[config.mk]
export PLATFORM = sky130hd
export DESIGN_NAME = atm_session_driver
export DESIGN_NICKNAME = d
export VERILOG_FILES = /design/src/rtl/atm_session_driver.sv
export SDC_FILE = /design/constraint.sdc
export NUM_CORES = 1
export LEC_CHECK = 0
export CAP_MARGIN = 40
export CORE_UTILIZATION = 63
export DETAILED_ROUTE_END_ITERATION = 16
export DONT_BUFFER_PORTS = 1
export PLACE_DENSITY = 0.88
export SLEW_MARGIN = 15
export SYNTH_ARGS = -nofsm -noshare
export SYNTH_HDL_FRONTEND = slang
export SYNTH_SLANG_ARGS = --single-unit
[constraint.sdc]
create_clock -name clk -period 2.4 [get_ports clk]
set_clock_uncertainty 0.2 [all_clocks]
set_input_delay 0.12 -clock clk [delete_from_list [all_inputs] [get_ports clk]]
set_output_delay 0.12 -clock clk [all_outputs]
set_load 0.01 [all_outputs]
[src/rtl/atm_session_driver.sv]
// atm_session_driver: terminal-side initiator for ATM_controller. It accepts one
// session command (PIN, type, amount), presents the card and transaction type,
// strobes the PIN digits and the amount, and folds the controller's response
// flags into a single 3-bit status code reported with a one-cycle done pulse.
module atm_session_driver #(
    parameter int PIN_DIGITS   = 4,
    parameter int DIGIT_GAP    = 2,   // assumed >= 1
    parameter int PIN_WAIT     = 8,   // assumed >= 1
    parameter int RESP_TIMEOUT = 64   // assumed >= 1
) (
    input  logic                    clk,
    input  logic                    rst,
    input  logic                    cmd_valid,
    output logic                    cmd_ready,
    input  logic [4*PIN_DIGITS-1:0] cmd_pin,
    input  logic                    cmd_tipo,
    input  logic [31:0]             cmd_monto,
    input  logic                    abort,
    output logic                    busy,
    output logic                    done,
    output logic [2:0]              status,
    output logic                    advert_seen,
    output logic                    tarjeta_recibida,
    output logic                    tipo_trans,
    output logic                    digito_stb,
    output logic [3:0]              digito,
    output logic                    monto_stb,
    output logic [31:0]             monto,
    input  logic                    balance_actualizado,
    input  logic                    entregar_dinero,
    input  logic                    pin_incorrecto,
    input  logic                    advertencia,
    input  logic                    bloqueo,
    input  logic                    fondos_insuficientes
);

    typedef enum logic [3:0] {
        S_IDLE, S_CARD, S_DIGIT, S_GAP, S_PIN_WAIT,
        S_AMT_GAP, S_AMT, S_RESULT, S_DONE
    } state_t;

    typedef enum logic [2:0] {
        ST_OK_DEPOSIT  = 3'd0,
        ST_OK_WITHDRAW = 3'd1,
        ST_FUNDS_LOW   = 3'd2,
        ST_PIN_BAD     = 3'd3,
        ST_PIN_BAD_WARN = 3'd4,
        ST_BLOCKED     = 3'd5,
        ST_TIMEOUT     = 3'd6,
        ST_ABORTED     = 3'd7
    } status_t;

    // One shared cycle counter serves every timed state; it is sized for the
    // longest wait so it never wraps.
    localparam int CNT_MAX = (RESP_TIMEOUT > PIN_WAIT)
                           ? ((RESP_TIMEOUT > DIGIT_GAP) ? RESP_TIMEOUT : DIGIT_GAP)
                           : ((PIN_WAIT > DIGIT_GAP) ? PIN_WAIT : DIGIT_GAP);
    localparam int CNT_W = $clog2(CNT_MAX + 1);
    localparam int IDX_W = $clog2(PIN_DIGITS + 1);
    localparam int PIN_W = 4 * PIN_DIGITS;

    localparam logic [CNT_W-1:0] CNT_ONE   = CNT_W'(1);
    localparam logic [CNT_W-1:0] CNT_SAT   = CNT_W'(CNT_MAX);
    localparam logic [CNT_W-1:0] GAP_LAST  = CNT_W'(DIGIT_GAP - 1);
    localparam logic [CNT_W-1:0] PIN_LAST  = CNT_W'(PIN_WAIT - 1);
    localparam logic [CNT_W-1:0] RESP_LAST = CNT_W'(RESP_TIMEOUT - 1);
    localparam logic [IDX_W-1:0] IDX_LAST  = IDX_W'(PIN_DIGITS - 1);
    localparam logic [IDX_W-1:0] IDX_ONE   = IDX_W'(1);

    state_t            state_q, state_d;
    logic [CNT_W-1:0]  cnt_q, cnt_d, cnt_inc;
    logic [IDX_W-1:0]  idx_q, idx_d;
    logic [PIN_W-1:0]  pin_q, pin_d;
    logic              tipo_q, tipo_d;
    logic [31:0]       monto_q, monto_d;
    logic              advert_q, advert_d;
    status_t           status_q, status_d;
    logic              advert_seen_q, advert_seen_d;
    logic              gap_done, in_window, end_sess;
    status_t           end_code;

    // State register and session context, synchronously cleared by rst.
    always_ff @(posedge clk) begin
        // NOTE: sequential state uses non-blocking assignments so every register
        // samples its _d value from the same pre-edge snapshot.
        if (rst) begin
            state_q       <= S_IDLE;
            cnt_q         <= '0;
            idx_q         <= '0;
            pin_q         <= '0;
            tipo_q        <= 1'b0;
            monto_q       <= '0;
            advert_q      <= 1'b0;
            status_q      <= ST_OK_DEPOSIT;
            advert_seen_q <= 1'b0;
        end else begin
            state_q       <= state_d;
            cnt_q         <= cnt_d;
            idx_q         <= idx_d;
            pin_q         <= pin_d;
            tipo_q        <= tipo_d;
            monto_q       <= monto_d;
            advert_q      <= advert_d;
            status_q      <= status_d;
            advert_seen_q <= advert_seen_d;
        end
    end

    // Next-state logic: sequencing, PIN-window monitoring, result decode, abort.
    always_comb begin
        // NOTE: every variable driven here gets a default first, so no path
        // through the case can leave one unassigned and infer a latch.
        state_d       = state_q;
        cnt_d         = cnt_q;
        idx_d         = idx_q;
        pin_d         = pin_q;
        tipo_d        = tipo_q;
        monto_d       = monto_q;
        advert_d      = advert_q;
        status_d      = status_q;
        advert_seen_d = advert_seen_q;
        end_sess      = 1'b0;
        end_code      = ST_ABORTED;
        cnt_inc       = (cnt_q == CNT_SAT) ? cnt_q : cnt_q + CNT_ONE;
        gap_done      = (cnt_q == GAP_LAST);
        in_window     = (state_q == S_DIGIT) || (state_q == S_GAP) || (state_q == S_PIN_WAIT);

        if (state_q != S_IDLE && advertencia) begin
            advert_d = 1'b1;
        end

        case (state_q)
            S_IDLE: begin
                if (cmd_valid) begin
                    pin_d    = cmd_pin;
                    tipo_d   = cmd_tipo;
                    monto_d  = cmd_monto;
                    advert_d = 1'b0;
                    cnt_d    = '0;
                    idx_d    = '0;
                    state_d  = S_CARD;
                end
            end
            S_CARD, S_GAP: begin
                if (gap_done) begin
                    cnt_d   = '0;
                    state_d = S_DIGIT;
                end else begin
                    cnt_d = cnt_inc;
                end
            end
            S_DIGIT: begin
                // The digit on the bus is always the top nibble of the shifter.
                pin_d = pin_q << 4;
                idx_d = idx_q + IDX_ONE;
                cnt_d = '0;
                state_d = (idx_q == IDX_LAST) ? S_PIN_WAIT : S_GAP;
            end
            S_PIN_WAIT: begin
                if (cnt_q == PIN_LAST) begin
                    cnt_d   = '0;
                    state_d = S_AMT_GAP;
                end else begin
                    cnt_d = cnt_inc;
                end
            end
            S_AMT_GAP: begin
                if (gap_done) begin
                    cnt_d   = '0;
                    state_d = S_AMT;
                end else begin
                    cnt_d = cnt_inc;
                end
            end
            S_AMT: begin
                cnt_d   = '0;
                state_d = S_RESULT;
            end
            S_RESULT: begin
                // A withdrawal is only complete once cash is handed out, so a
                // bare balance update keeps it waiting.
                if (bloqueo) begin
                    end_sess = 1'b1;
                    end_code = ST_BLOCKED;
                end else if (fondos_insuficientes) begin
                    end_sess = 1'b1;
                    end_code = ST_FUNDS_LOW;
                end else if (entregar_dinero) begin
                    end_sess = 1'b1;
                    end_code = ST_OK_WITHDRAW;
                end else if (balance_actualizado && !tipo_q) begin
                    end_sess = 1'b1;
                    end_code = ST_OK_DEPOSIT;
                end else if (cnt_q == RESP_LAST) begin
                    end_sess = 1'b1;
                    end_code = ST_TIMEOUT;
                end else begin
                    cnt_d = cnt_inc;
                end
            end
            S_DONE: begin
                state_d = S_IDLE;
            end
            default: begin
                state_d = S_IDLE;
            end
        endcase

        // PIN rejection / lockout is watched from the first digit to the end
        // of the PIN wait; bloqueo outranks pin_incorrecto.
        if (in_window && (bloqueo || pin_incorrecto)) begin
            end_sess = 1'b1;
            if (bloqueo) begin
                end_code = ST_BLOCKED;
            end else if (advertencia || advert_q) begin
                end_code = ST_PIN_BAD_WARN;
            end else begin
                end_code = ST_PIN_BAD;
            end
        end

        if (abort && state_q != S_IDLE && state_q != S_DONE) begin
            end_sess = 1'b1;
            end_code = ST_ABORTED;
        end

        if (end_sess) begin
            state_d       = S_DONE;
            cnt_d         = '0;
            status_d      = end_code;
            advert_seen_d = advert_d;
        end
    end

    // Outputs decoded from state; abort masks a strobe due in the same cycle.
    assign cmd_ready        = (state_q == S_IDLE);
    assign busy             = (state_q != S_IDLE);
    assign done             = (state_q == S_DONE);
    assign tarjeta_recibida = busy && !done;
    assign tipo_trans       = tarjeta_recibida && tipo_q;
    assign digito_stb       = (state_q == S_DIGIT) && !abort;
    assign digito           = digito_stb ? pin_q[PIN_W-1 -: 4] : 4'd0;
    assign monto_stb        = (state_q == S_AMT) && !abort;
    assign monto            = monto_stb ? monto_q : 32'd0;
    assign status           = status_q;
    assign advert_seen      = advert_seen_q;

endmodule

Word level (Yosys, flattened, before mapping)
Index checks and enable logic that the tools add are counted.

storage, ports and cells
  bits in latches = 0
  bits in writable memories = 0
  output and inout bits = 47
  memories = 0
  register bits after elaboration = 68
  input bits = 59
  memory bits (read-only) = 0

cells by class
  $lt $le $gt $ge = 0
  add/subtract/negate cells = 2
  shift operators = 0
  muxes and demuxes = 44
  multipliers = 0
  bitwise gates (word level) = 1
  equal/unequal tests = 28
  reduce and logical (&&, ||, !) cells = 29
  divide/modulo/power cells = 0

operator list
  kind                                                                     count
  7-bit 2-to-1 mux                                                         9
  7-bit case mux with 5 select lines                                       1
  3-bit 2-to-1 mux                                                         11
  32-bit 2-to-1 mux                                                        1
  16-bit case mux with 2 select lines                                      1
  4-bit case mux with 7 select lines                                       1
  4-bit 2-to-1 mux                                                         6
  2-bit inequality test, second input constant                             9
  4-bit by 3-bit == test with 1-bit output, second input constant          4
  16-bit 2-to-1 mux                                                        1
  1-bit 2-to-1 mux                                                         12
  5-bit AND reduction                                                      2
  1-bit logical AND                                                        9
  4-bit by 2-bit == test with 1-bit output, second input constant          2
  7-bit by 1-bit adder with 7-bit output, second input constant            1
  7-bit by 1-bit == test with 1-bit output, second input constant          1
  7-bit by 3-bit == test with 1-bit output, second input constant          1
  7-bit by 6-bit == test with 1-bit output, second input constant          1
  7-bit == test, second input constant                                     1
  7-bit AND reduction                                                      1
  3-bit by 2-bit inequality test with 1-bit output, second input constant  2
  3-bit inequality test, second input constant                             2
  3-bit case mux with 2 select lines                                       1
  2-bit OR reduction                                                       3
  15 further kinds                                                         21

Depth between registers and ports, before layout
Gate-level depths: netlist of the first run.

  depth in word-level cells = 11
  gate-level depth with buffers = 9

Worst setup path before layout of the first run
Ideal clock, no wire load.

  kind = reg-to-reg
  start point = register cnt_q[3]
  end point = register state_q[1]
  clock period less this slack = 1.940 ns
  setup slack = 0.460 ns
  buffers on the path = 1
  setup time = 0.118 ns
  stages on the path, launching flop included = 8
  required time = 2.082 ns
  arrival time = 1.621 ns
  path through = dfxtp_1 -> buf_6 -> nor4_4 -> nand4_1 -> a31o_2 -> or3_1 -> a21oi_1 -> nor3_2

between the ends
  word-level cells in the longest chain between the ends = 10

ends and longest elaborated chain
  what                                      RTL line  text
  start: declaration                        71        logic [CNT_W-1:0] cnt_q, cnt_d, cnt_inc;
  start signal: assignment                  98        cnt_q <= cnt_d;
  7-bit by 6-bit == test with 1-bit output  194       end else if (cnt_q == RESP_LAST) begin
  1-bit 2-to-1 mux                          194
  1-bit 2-to-1 mux                          191       end else if (balance_actualizado && !tipo_q) begin
  1-bit 2-to-1 mux                          188       end else if (entregar_dinero) begin
  1-bit 2-to-1 mux                          185       end else if (fondos_insuficientes) begin
  1-bit 2-to-1 mux                          182       if (bloqueo) begin
  1-bit 2-to-1 mux                          132       case (state_q)
  1-bit 2-to-1 mux                          211       if (in_window && (bloqueo || pin_incorrecto)) begin
  1-bit 2-to-1 mux                          222       if (abort && state_q != S_IDLE && state_q != S_DONE) begin
  2-bit OR reduction (no line)              n/a
  end signal: assignment                    97        state_q <= state_d;
  end: declaration                          70        state_t state_q, state_d;

Several ways; a longest one is shown, not always the timed one.
A chain may end at the register's enable or synchronous reset.

Worst setup path in the final report of the first run
  start point = register cnt_q[0]
  end point = register advert_seen_q (netlist: advert_seen)

between the ends
  word-level cells in the longest chain between the ends = 9

ends and longest elaborated chain
  what                                      RTL line  text
  7-bit by 6-bit == test with 1-bit output  194
  1-bit 2-to-1 mux                          194
  1-bit 2-to-1 mux                          191
  1-bit 2-to-1 mux                          188
  1-bit 2-to-1 mux                          185
  1-bit 2-to-1 mux                          182
  1-bit 2-to-1 mux                          132
  1-bit 2-to-1 mux                          211
  1-bit 2-to-1 mux                          222
  end signal: assignment                    105       advert_seen_q <= advert_seen_d;
  end: declaration                          78        logic advert_seen_q, advert_seen_d;

No other way between the ends.

==> flow_summary.ini, run 1 <==
[cells_and_area]
num_antenna_cells = 0
fin_nets = 546
layout-drive-gt1-share_pct = 10.9
final_util_pct = 89.0
fillers = 196
register_area_um2 = 1370
multi_input_area_um2 = 1680
syn2layout_area_growth_pct = 33.7

[floorplanning]
die_area_um2 = 5350
initial_core_util_pct = 66.6
rows = 25
die_x_um = 73.1
dieHeight_um = 73.1
core_um2 = 4790
ios = 106

[pwr]
pwr-share-seq_pct = 40.1
sw_frac_of_total_pct = 40.6
clkPwrFrac_pct = 21.2
finalPower_mw = 4.13
switchingPower_mw = 1.68
p_int_mw = 2.45
p_leak_nw = 1.65
p_per_area_nw_per_um2 = 970
comb_power_share_pct = 38.8
vdd_drop_max_mv = 0.753

[worst_setup_path]
rrSetupSlack_ns = -0.006
crit_start = cnt_q[0]
slowest_stage = dlygate4sd3_1
max_stage_delay_ns = 0.56
path_buf_inv = 1
crit_required_ns = 2.49
critPathKind = reg -> reg
endpoint = advert_seen
cp.arrival_ns = 2.49
cp_cell_sequence = ha_2 -> nand2_1 -> nor3_4 -> o31ai_4 -> nand2_2 -> dlygate4sd3_1 -> o22a_1
r2r-start = cnt_q[0]
cp_max_fo = 6
cp_top_family = simple AND/OR/NAND/NOR gates
r2r_cells = 7
r2r_end = advert_seen
critPathLaunchType = flip-flop
cp-end-kind = flip-flop
worst-path-stages = 7

[clocking]
cts-root-buf = clkbuf_8
htreeDepth = 3
path_clk_slew_ns = 0.08
cts_tree = done
clkSinkCount = 68
cts_max_path_buffers = 2
cts_buffers = 9
insertion_delay_ns = 0.35

[synth]
async_flop_share_pct = 0
synth_seq_cells = 68
ys.flop_type = dfxtp_1
synth_top_area_share_pct = 42.7
syn_area_um2 = 3190
avgSynthCellArea_um2 = 7.81
synthCells = 408
netlist-cell-type-count = 49
synthTopCellsByArea = dfxtp_1, nand2_1, a21oi_1, and2_1, a22oi_1
synth_fp_nets = 472
yosys_warnings = 0
seq_area_frac_synth_pct = 42.7
synth.largest_area_cell = dfxtp_1
synth_edf_count = 0

[worst_hold_path]
min_path_type = in -> reg

[route]
drcViolationCount = 0
wl_um = 12000
via_per_inst = 6.70
post_drt_wl_per_cell_um = 21.7
num_vias = 3707
drtIter0Drc = 574
firstDrtPassIters = 6
ant_nets = 0

[sta]
fin_hold_ws_ns = 0.0438
worstMarginPinSlew_ns = 0.677
slew_violations = 0
relSlewSlack_pct = 54.6
layout_min_cycle_time_ns = 2.41
hold_viol_final = 0
fin_crit_sh_pct = 100
clock.fmax_ghz = 0.416
final-setup-viol-count = 1
worst_slack_ns = -0.00578

[flow_run]
cap_violations = 0

[placed_design]
pre_cts_ws_ns = 0.222
dp_hpwl_um = 4760
gp_congestion = 0.903
io_buffer_count = 0

[status]
status = complete, but fails checks
failed_checks = setup timing

[global_routing]
first_global_vias = 3580
grt_max_degree = 59
grt_util_all_layers_pct = 44.5
overflow = 0
antenna_found_initial = 0
grt_pass1_wl_um = 17700
## flip-flops by register name (all words and copies together) (netlist names)
register,flops
monto_q,32
pin_q,16
cnt_q,7
state_q,4
idx_q,3
status,3
advert_q,1
advert_seen,1
tipo_q,1
## logic make-up (layout without fill, tap and decap cells)
group	after synthesis	after routing	share of synthesized area [%]
and+or+nand+nor	196	196	30.0
AOI/OAI and AO/OA	102	102	19.5
DFF	68	68	42.7
buffers and inverters	36	114	5.50
adders and majority gates	5	5	1.96
xor gates and xnor gates	1	1	0.275
## power by group through the flow
stage	sequential, mW	combinational (mW)	clock [mW]
floorplan	1.53	0.937	0
global placement	1.58	1.08	0
detailed placement	1.60	1.11	0
CTS	1.58	1.33	0.861
global route	1.67	1.68	0.917
finish	1.66	1.60	0.874
## through the flow
| stage | instance area (µm²) | instances | TNS (ns) |
|---|---|---|---|
| 2_1_floorplan | 3190 | 408 | 0 |
| 3_3_place_gp | 3210 | 454 | 0 |
| 3_5_place_dp | 3210 | 454 | 0 |
| 4_1_cts | 4190 | 548 | 0 |
| 5_1_grt | 4260 | 553 | -0.0690 |
| 6_report | 4260 | 553 | -0.00578 |
## worst min-delay path, cell delays in order
cell and delay (ns):
o221a_2 0.24, nand3b_1 0.13, a21oi_1 0.06
## cells in the mapped netlist (2+ instances only)
cell,number
nand2_1,94
dfxtp_1,68
a21oi_1,61
and2_1,37
nor2_1,24
clkbuf_1,17
a22oi_1,15
nand3_1,9
inv_1,8
o21ai_0,7
buf_2,6
nor3_1,6
ha_1,5
nor3_2,4
nand2b_1,3
a2bb2oi_1,2
a311oi_1,2
a31oi_1,2
and3_1,2
buf_4,2
buf_6,2
nand4_1,2
nor2b_1,2
o211ai_1,2
or3_1,2
## layout by cell type, fill, tap and decap left out, drive strengths merged, types with 2 or more instances in the layout
cell type | Yosys | routed
ha | 5 | 5
a311oi | 2 | 2
o31ai | 2 | 2
nor2b | 2 | 2
a21oi | 61 | 61
a2bb2oi | 2 | 2
nand2 | 95 | 95
and2 | 38 | 38
nand4 | 2 | 2
clkinv | 0 | 2
and3 | 2 | 2
dfxtp | 68 | 68
nand3 | 9 | 9
clkinvlp | 0 | 3
buf | 10 | 13
or3 | 3 | 3
nor4 | 2 | 2
o211ai | 2 | 2
dlygate4sd3 | 0 | 78
nor3 | 10 | 10
inv | 8 | 7
nor2 | 25 | 25
nand2b | 3 | 3
a22oi | 15 | 15
clkbuf | 18 | 11
o21ai | 7 | 7
a31oi | 2 | 2
## layout make-up
| class | instances | area share, % |
|---|---|---|
| Clock inverter | 4 | 0.588 |
| Sequential cell | 68 | 32.2 |
| Timing Repair Buffer | 91 | 21.5 |
| Multi-Input combinational cell | 304 | 39.4 |
| Inverter | 8 | 0.793 |
| Clock buffer | 11 | 3.55 |
| Tap cell | 67 | 1.97 |
## repair_timing
item	4_1_cts	5_1_grt
pin swaps	0	3
buffers inserted	0	5
endpoints found under the hold margin	59	0
setup endpoints to repair	1	31
gates resized for setup	1	14
hold buffers	79	0
## worst min path at each step
| stage | slack, ns | endpoint | depth (start not counted) | from |
|---|---|---|---|---|
| 2_1_floorplan | 0.004 | advert_q | 1 | rst |
| 3_3_place_gp | -0.005 | tipo_q | 1 | rst |
| 3_5_place_dp | -0.003 | monto_q[27] | 1 | rst |
| 4_1_cts | 0.02 | status[1] | 3 | pin_incorrecto |
| 5_1_grt | 0.06 | status[1] | 3 | pin_incorrecto |
| 6_report | 0.04 | status[1] | 3 | pin_incorrecto |
## layer usage
metal	track usage (%)	vias to the layer above	part of all wire [%]
met2	73.4	381	48
li1	-	1534	-
met1	49.2	1689	33
met4	31.4	0	7.4
met5	0	-	0
met3	12.8	103	12
(Power assumes the default switching activity.)
==> run 2, diff against run 1 <==
--- a/config.mk
+++ b/config.mk
@@ -5,11 +5,11 @@
 export SDC_FILE = /design/constraint.sdc
 export NUM_CORES = 1
 export LEC_CHECK = 0
+export BUFFER_PORTS_ARGS = -buffer_cell sky130_fd_sc_hd__buf_2
 export CAP_MARGIN = 40
-export CORE_UTILIZATION = 63
+export CORE_UTILIZATION = 50
 export DETAILED_ROUTE_END_ITERATION = 16
-export DONT_BUFFER_PORTS = 1
-export PLACE_DENSITY = 0.88
+export PLACE_DENSITY_LB_ADDON = 0.12
 export SLEW_MARGIN = 15
 export SYNTH_ARGS = -nofsm -noshare
 export SYNTH_HDL_FRONTEND = slang
==> run 2 against run 1 <==
Effect of this change:
- largest power group unchanged
- design area grew 5.3%
- register-to-register slack gained 0.26 ns
- the run now ends clean
- final cell count grew 15%
- highest routed layer unchanged
- flip-flop and latch count is the same
- total power shrank 4.7%
- die area grew 25%
- largest cell class unchanged
==> flow_summary.ini, run 2 (synthesized netlist as in run 1, its figures left out) <==
[cells_and_area]
register_area_um2 = 1360
multi_input_area_um2 = 1660
final_common_cell = buf_2
layout-drive-gt1-share_pct = 25.7
top_regs = monto_q x32, pin_q x16, cnt_q x7
num_antenna_cells = 0
layout_common_cells = buf_2, nand2_1, dfxtp_1
fillers = 450
regMostFlops = monto_q
syn2layout_area_growth_pct = 40.8
fin_nets = 620
largest_register_ffs = 32

[pwr]
vdd_drop_max_mv = 0.643
p_per_area_nw_per_um2 = 878
p_leak_nw = 1.97

[floorplanning]
die_x_um = 81.8
die_area_um2 = 6690
ios = 106
initial_core_util_pct = 52.9
core_um2 = 6030
dieHeight_um = 81.8
rows = 28

[sta]
fin_crit_sh_pct = 92.6
slew_violations = 0
tns_ns = 0
layout_min_cycle_time_ns = 2.22
clock.fmax_ghz = 0.450
rsz0062_at_grt = false
final-setup-viol-count = 0
hold_viol_final = 0
relSlewSlack_pct = 60.4
worstMarginPinSlew_ns = 0.592
worst_slack_ns = 0.179

[clocking]
clkSinkCount = 68
htreeDepth = 3
insertion_delay_ns = 0.34
path_clk_slew_ns = 0.07
cts-root-buf = clkbuf_8
cts_buffers = 9
cts_max_path_buffers = 2
cts_tree = done

[global_routing]
overflow = 0
antenna_found_initial = 0
grt_util_all_layers_pct = 27.6
first_global_vias = 3214
grt_pass1_wl_um = 14200
grt_max_degree = 40

[placed_design]
dp_hpwl_um = 5270
io_buffer_count = 105
gp_congestion = 0.927
pre_cts_ws_ns = 0.279

[worst_setup_path]
cp-end-kind = primary output
cp_max_fo = 10
crit_required_ns = 2.08
critPathLaunchType = flip-flop
critPathKind = reg -> out
cp.arrival_ns = 1.90

[route]
drcViolationCount = 0
firstDrtPassIters = 5
post_drt_wl_per_cell_um = 13.8
via_per_inst = 5.23
ant_nets = 0
drtIter0Drc = 193
num_vias = 3325
wl_um = 8760

[worst_hold_path]
min_path_type = in -> reg

[flow_run]
cap_violations = 0

[status]
status = finished, final reports clean
[run 2: cell types whose count changed in the layout (fill, tap and decap cells not counted), moves of 2 or more]
cell / before / now
dlygate4sd3_1: 78 / 51
clkbuf_8: 11 / 9
dfxtp_2: 4 / 1
nor3_2: 3 / 5
nor3_4: 2 / 0
inv_2: 2 / 0
inv_1: 5 / 8
buf_2: 0 / 105
buf_4: 10 / 7
dfxtp_1: 63 / 67
bufinv_16: 0 / 2
[run 2: per-layer routing]
metal	GRT usage [%]	vias up	wire [µm]
met2	48.9	113	4450
li1	-	1676	-
met4	12.1	0	173
met3	6.33	18	472
met5	0	-	0
met1	31.4	1518	3670
[run 2: repair_timing]
item                                   CTS  global route
hold buffers                            51             0
setup endpoints to repair                0             4
endpoints found under the hold margin   51             0
gates resized for setup                  0             1
setup buffers                            0             0
[run 2: layout make-up]
| cell class | instances | area share (%) |
|---|---|---|
| tap | 75 | 2.09 |
| clock inverter | 6 | 1.98 |
| multi-input combinational | 304 | 36.9 |
| sequential | 68 | 30.4 |
| clock buffer | 10 | 2.84 |
| timing repair buffer | 165 | 25.2 |
| inverter | 8 | 0.669 |
[run 2: worst paths after layout]
path | startpoint | to | slack (ns) | depth (start not counted)
setup reg to reg | state_q[2] | state_q[1] | 0.25 | 6
setup / recovery | state_q[0] | digito[3] | 0.18 | 5
hold / removal | rst | status[2] | 0.02 | 2
hold reg to reg | monto_q[18] | monto_q[18] | 0.25 | 2
[run 2: critical path, cell delays in order (launching register included)]
cell      delay (ns)
dfxtp_1         0.41
nand2b_1        0.24
or3_1           0.35
nor2_1          0.26
and2_1          0.17
buf_2           0.13
[run 2: power breakdown]
part | total, mW | leakage [nW] | switching (mW) | internal (mW)
sequential | 1.56 | 0.557 | 0.168 | 1.39
combinational | 1.36 | 1.31 | 0.815 | 0.543
clock | 1.02 | 0.102 | 0.436 | 0.585
total | 3.94 | 1.97 | 1.42 | 2.52
[run 2: per-stage QoR]
stage	util, %	cell area (µm²)	instances	hold WS, ns	power, mW
floorplan	-	3190	408	0.00403	2.46
global placement	62.4	3760	569	0.160	2.83
detailed placement	62.4	3760	569	0.167	2.85
CTS	74.4	4490	636	0.00478	3.94
global route	74.5	4490	636	0.0291	4.21
finish	74.5	4490	636	0.0176	3.94
==> run 3, diff against run 2 <==
--- a/config.mk
+++ b/config.mk
@@ -5,9 +5,12 @@
 export SDC_FILE = /design/constraint.sdc
 export NUM_CORES = 1
 export LEC_CHECK = 0
+export ABC_CLOCK_PERIOD_IN_PS = 2400
 export BUFFER_PORTS_ARGS = -buffer_cell sky130_fd_sc_hd__buf_2
 export CAP_MARGIN = 40
-export CORE_UTILIZATION = 50
+export CELL_PAD_IN_SITES_DETAIL_PLACEMENT = 0
+export CELL_PAD_IN_SITES_GLOBAL_PLACEMENT = 2
+export CORE_UTILIZATION = 28
 export DETAILED_ROUTE_END_ITERATION = 16
 export PLACE_DENSITY_LB_ADDON = 0.12
 export SLEW_MARGIN = 15
==> run 3 against run 2 <==
Effect of this change:
- maximum frequency grew 0.22%
- routed wire length grew 6.1%
- critical path depth grew 1
- utilization shrank 31 points
- worst hold slack gained 0.077 ns
- highest routed layer unchanged
- final cell count grew 12%
- global-route usage shrank 11 points
- critical path type unchanged
==> flow_summary.ini, run 3 (synthesized netlist as in run 1, its figures left out) <==
[status]
status = finished, final reports clean

[route]
wl_um = 9290
post_drt_wl_per_cell_um = 13.1
via_per_inst = 4.64
drtIter0Drc = 124
drcViolationCount = 0
ant_nets = 0
firstDrtPassIters = 4
num_vias = 3300

[worst_setup_path]
worst-path-stages = 6
path_buf_inv = 2
crit_required_ns = 2.08
critPathKind = reg -> out
cp-end-kind = primary output
cp_top_family = simple AND/OR/NAND/NOR gates
r2r_cells = 6
critPathLaunchType = flip-flop
cp_cell_sequence = buf_4 -> nand2b_1 -> or3_1 -> nor2_4 -> and2_1 -> buf_2
slowest_stage = or3_1
cp.arrival_ns = 1.90
max_stage_delay_ns = 0.39
cp_max_fo = 6

[worst_hold_path]
holdPathStages = 4
min_path_type = in -> reg

[clocking]
cts_max_path_buffers = 2
cts-root-buf = clkbuf_16
cts_tree = done
insertion_delay_ns = 0.33
cts_buffers = 9
path_clk_slew_ns = 0.06
clkSinkCount = 68
htreeDepth = 3

[sta]
clock.fmax_ghz = 0.451
worstMarginPinSlew_ns = 0.450
fin_crit_sh_pct = 92.4
hold_viol_final = 0
final-setup-viol-count = 0
tns_ns = 0
slew_violations = 0
rsz0062_at_grt = false
relSlewSlack_pct = 70.0
layout_min_cycle_time_ns = 2.22

[global_routing]
first_global_vias = 3197
antenna_found_initial = 0
grt_util_all_layers_pct = 16.7
overflow = 0
grt_pass1_wl_um = 15300
grt_max_degree = 42

[cells_and_area]
fin_nets = 630
final_common_cell = buf_2
top_regs = monto_q x32, pin_q x16, cnt_q x7
regMostFlops = monto_q
layout-drive-gt1-share_pct = 27.1
num_antenna_cells = 0
layout_common_cells = buf_2, nand2_1, dfxtp_1
syn2layout_area_growth_pct = 49.2
largest_register_ffs = 32

[floorplanning]
die_area_um2 = 11800
core_um2 = 11000
ios = 106
die_x_um = 109
initial_core_util_pct = 29.0
dieHeight_um = 109
rows = 38

[placed_design]
dp_hpwl_um = 6360
io_buffer_count = 105
gp_congestion = 0.787

[flow_run]
cap_violations = 0

[pwr]
vdd_drop_max_mv = 0.388
p_leak_nw = 2.08
finalPower_mw = 4.43
p_per_area_nw_per_um2 = 933
[run 3: layout make-up]
type | count | area [µm²]
clock buffer | 10 | 239
clock inverter | 6 | 86.3
fill | 1152 | 6230
inverter | 8 | 30.0
multi-input combinational | 304 | 1670
sequential | 68 | 1360
tap | 140 | 175
timing repair buffer | 175 | 1190
[run 3: timing repair]
item,in CTS,in global routing
endpoints found under the hold margin,51,0
setup buffers,0,0
endpoints found under the setup margin,0,4
gates resized for setup,0,2
hold buffers,52,0
[run 3: path summary, 6_finish.rpt]
path | startpoint | to | slack [ns]
setup / recovery | state_q[0] | digito[3] | 0.18
hold / removal | cmd_valid | monto_q[17] | 0.1
setup reg to reg | cnt_q[3] | state_q[1] | 0.26
hold reg to reg | monto_q[16] | monto_q[16] | 0.25
[run 3: metrics by stage]
step / setup WS (ns) / std cells / cell area, µm² / hold slack, ns / utilization, %
floorplan: 0.460 / 408 / 3190 / 0.00403 / -
global placement: 0.314 / 643 / 3900 / 0.162 / 35.5
detailed placement: 0.278 / 643 / 3900 / 0.167 / 35.5
CTS: 0.00572 / 711 / 4750 / 0.0774 / 43.2
global route: 0.0489 / 711 / 4750 / 0.102 / 43.3
finish: 0.183 / 711 / 4750 / 0.0951 / 43.3
[run 3: tightest hold or removal path: cells and delay by family]
kind	cells	cell delay, ns
simple gates	2	0.27
buf+inv	1	0.13
compound gates	1	0.05
[run 3: metal layers]
layer,routed length (µm),GRT usage [%],up-vias
met5,0,0,-
met4,128,6.08,0
met3,469,3.41,11
met2,4090,27.2,80
met1,4610,21.7,1508
li1,-,-,1701
[run 3: report_power, final]
part / internal, mW / leakage [nW] / total (mW) / switching, mW
Sequential: 1.39 / 0.557 / 1.52 / 0.133
Combinational: 0.590 / 1.36 / 1.47 / 0.877
Clock: 0.938 / 0.159 / 1.44 / 0.506
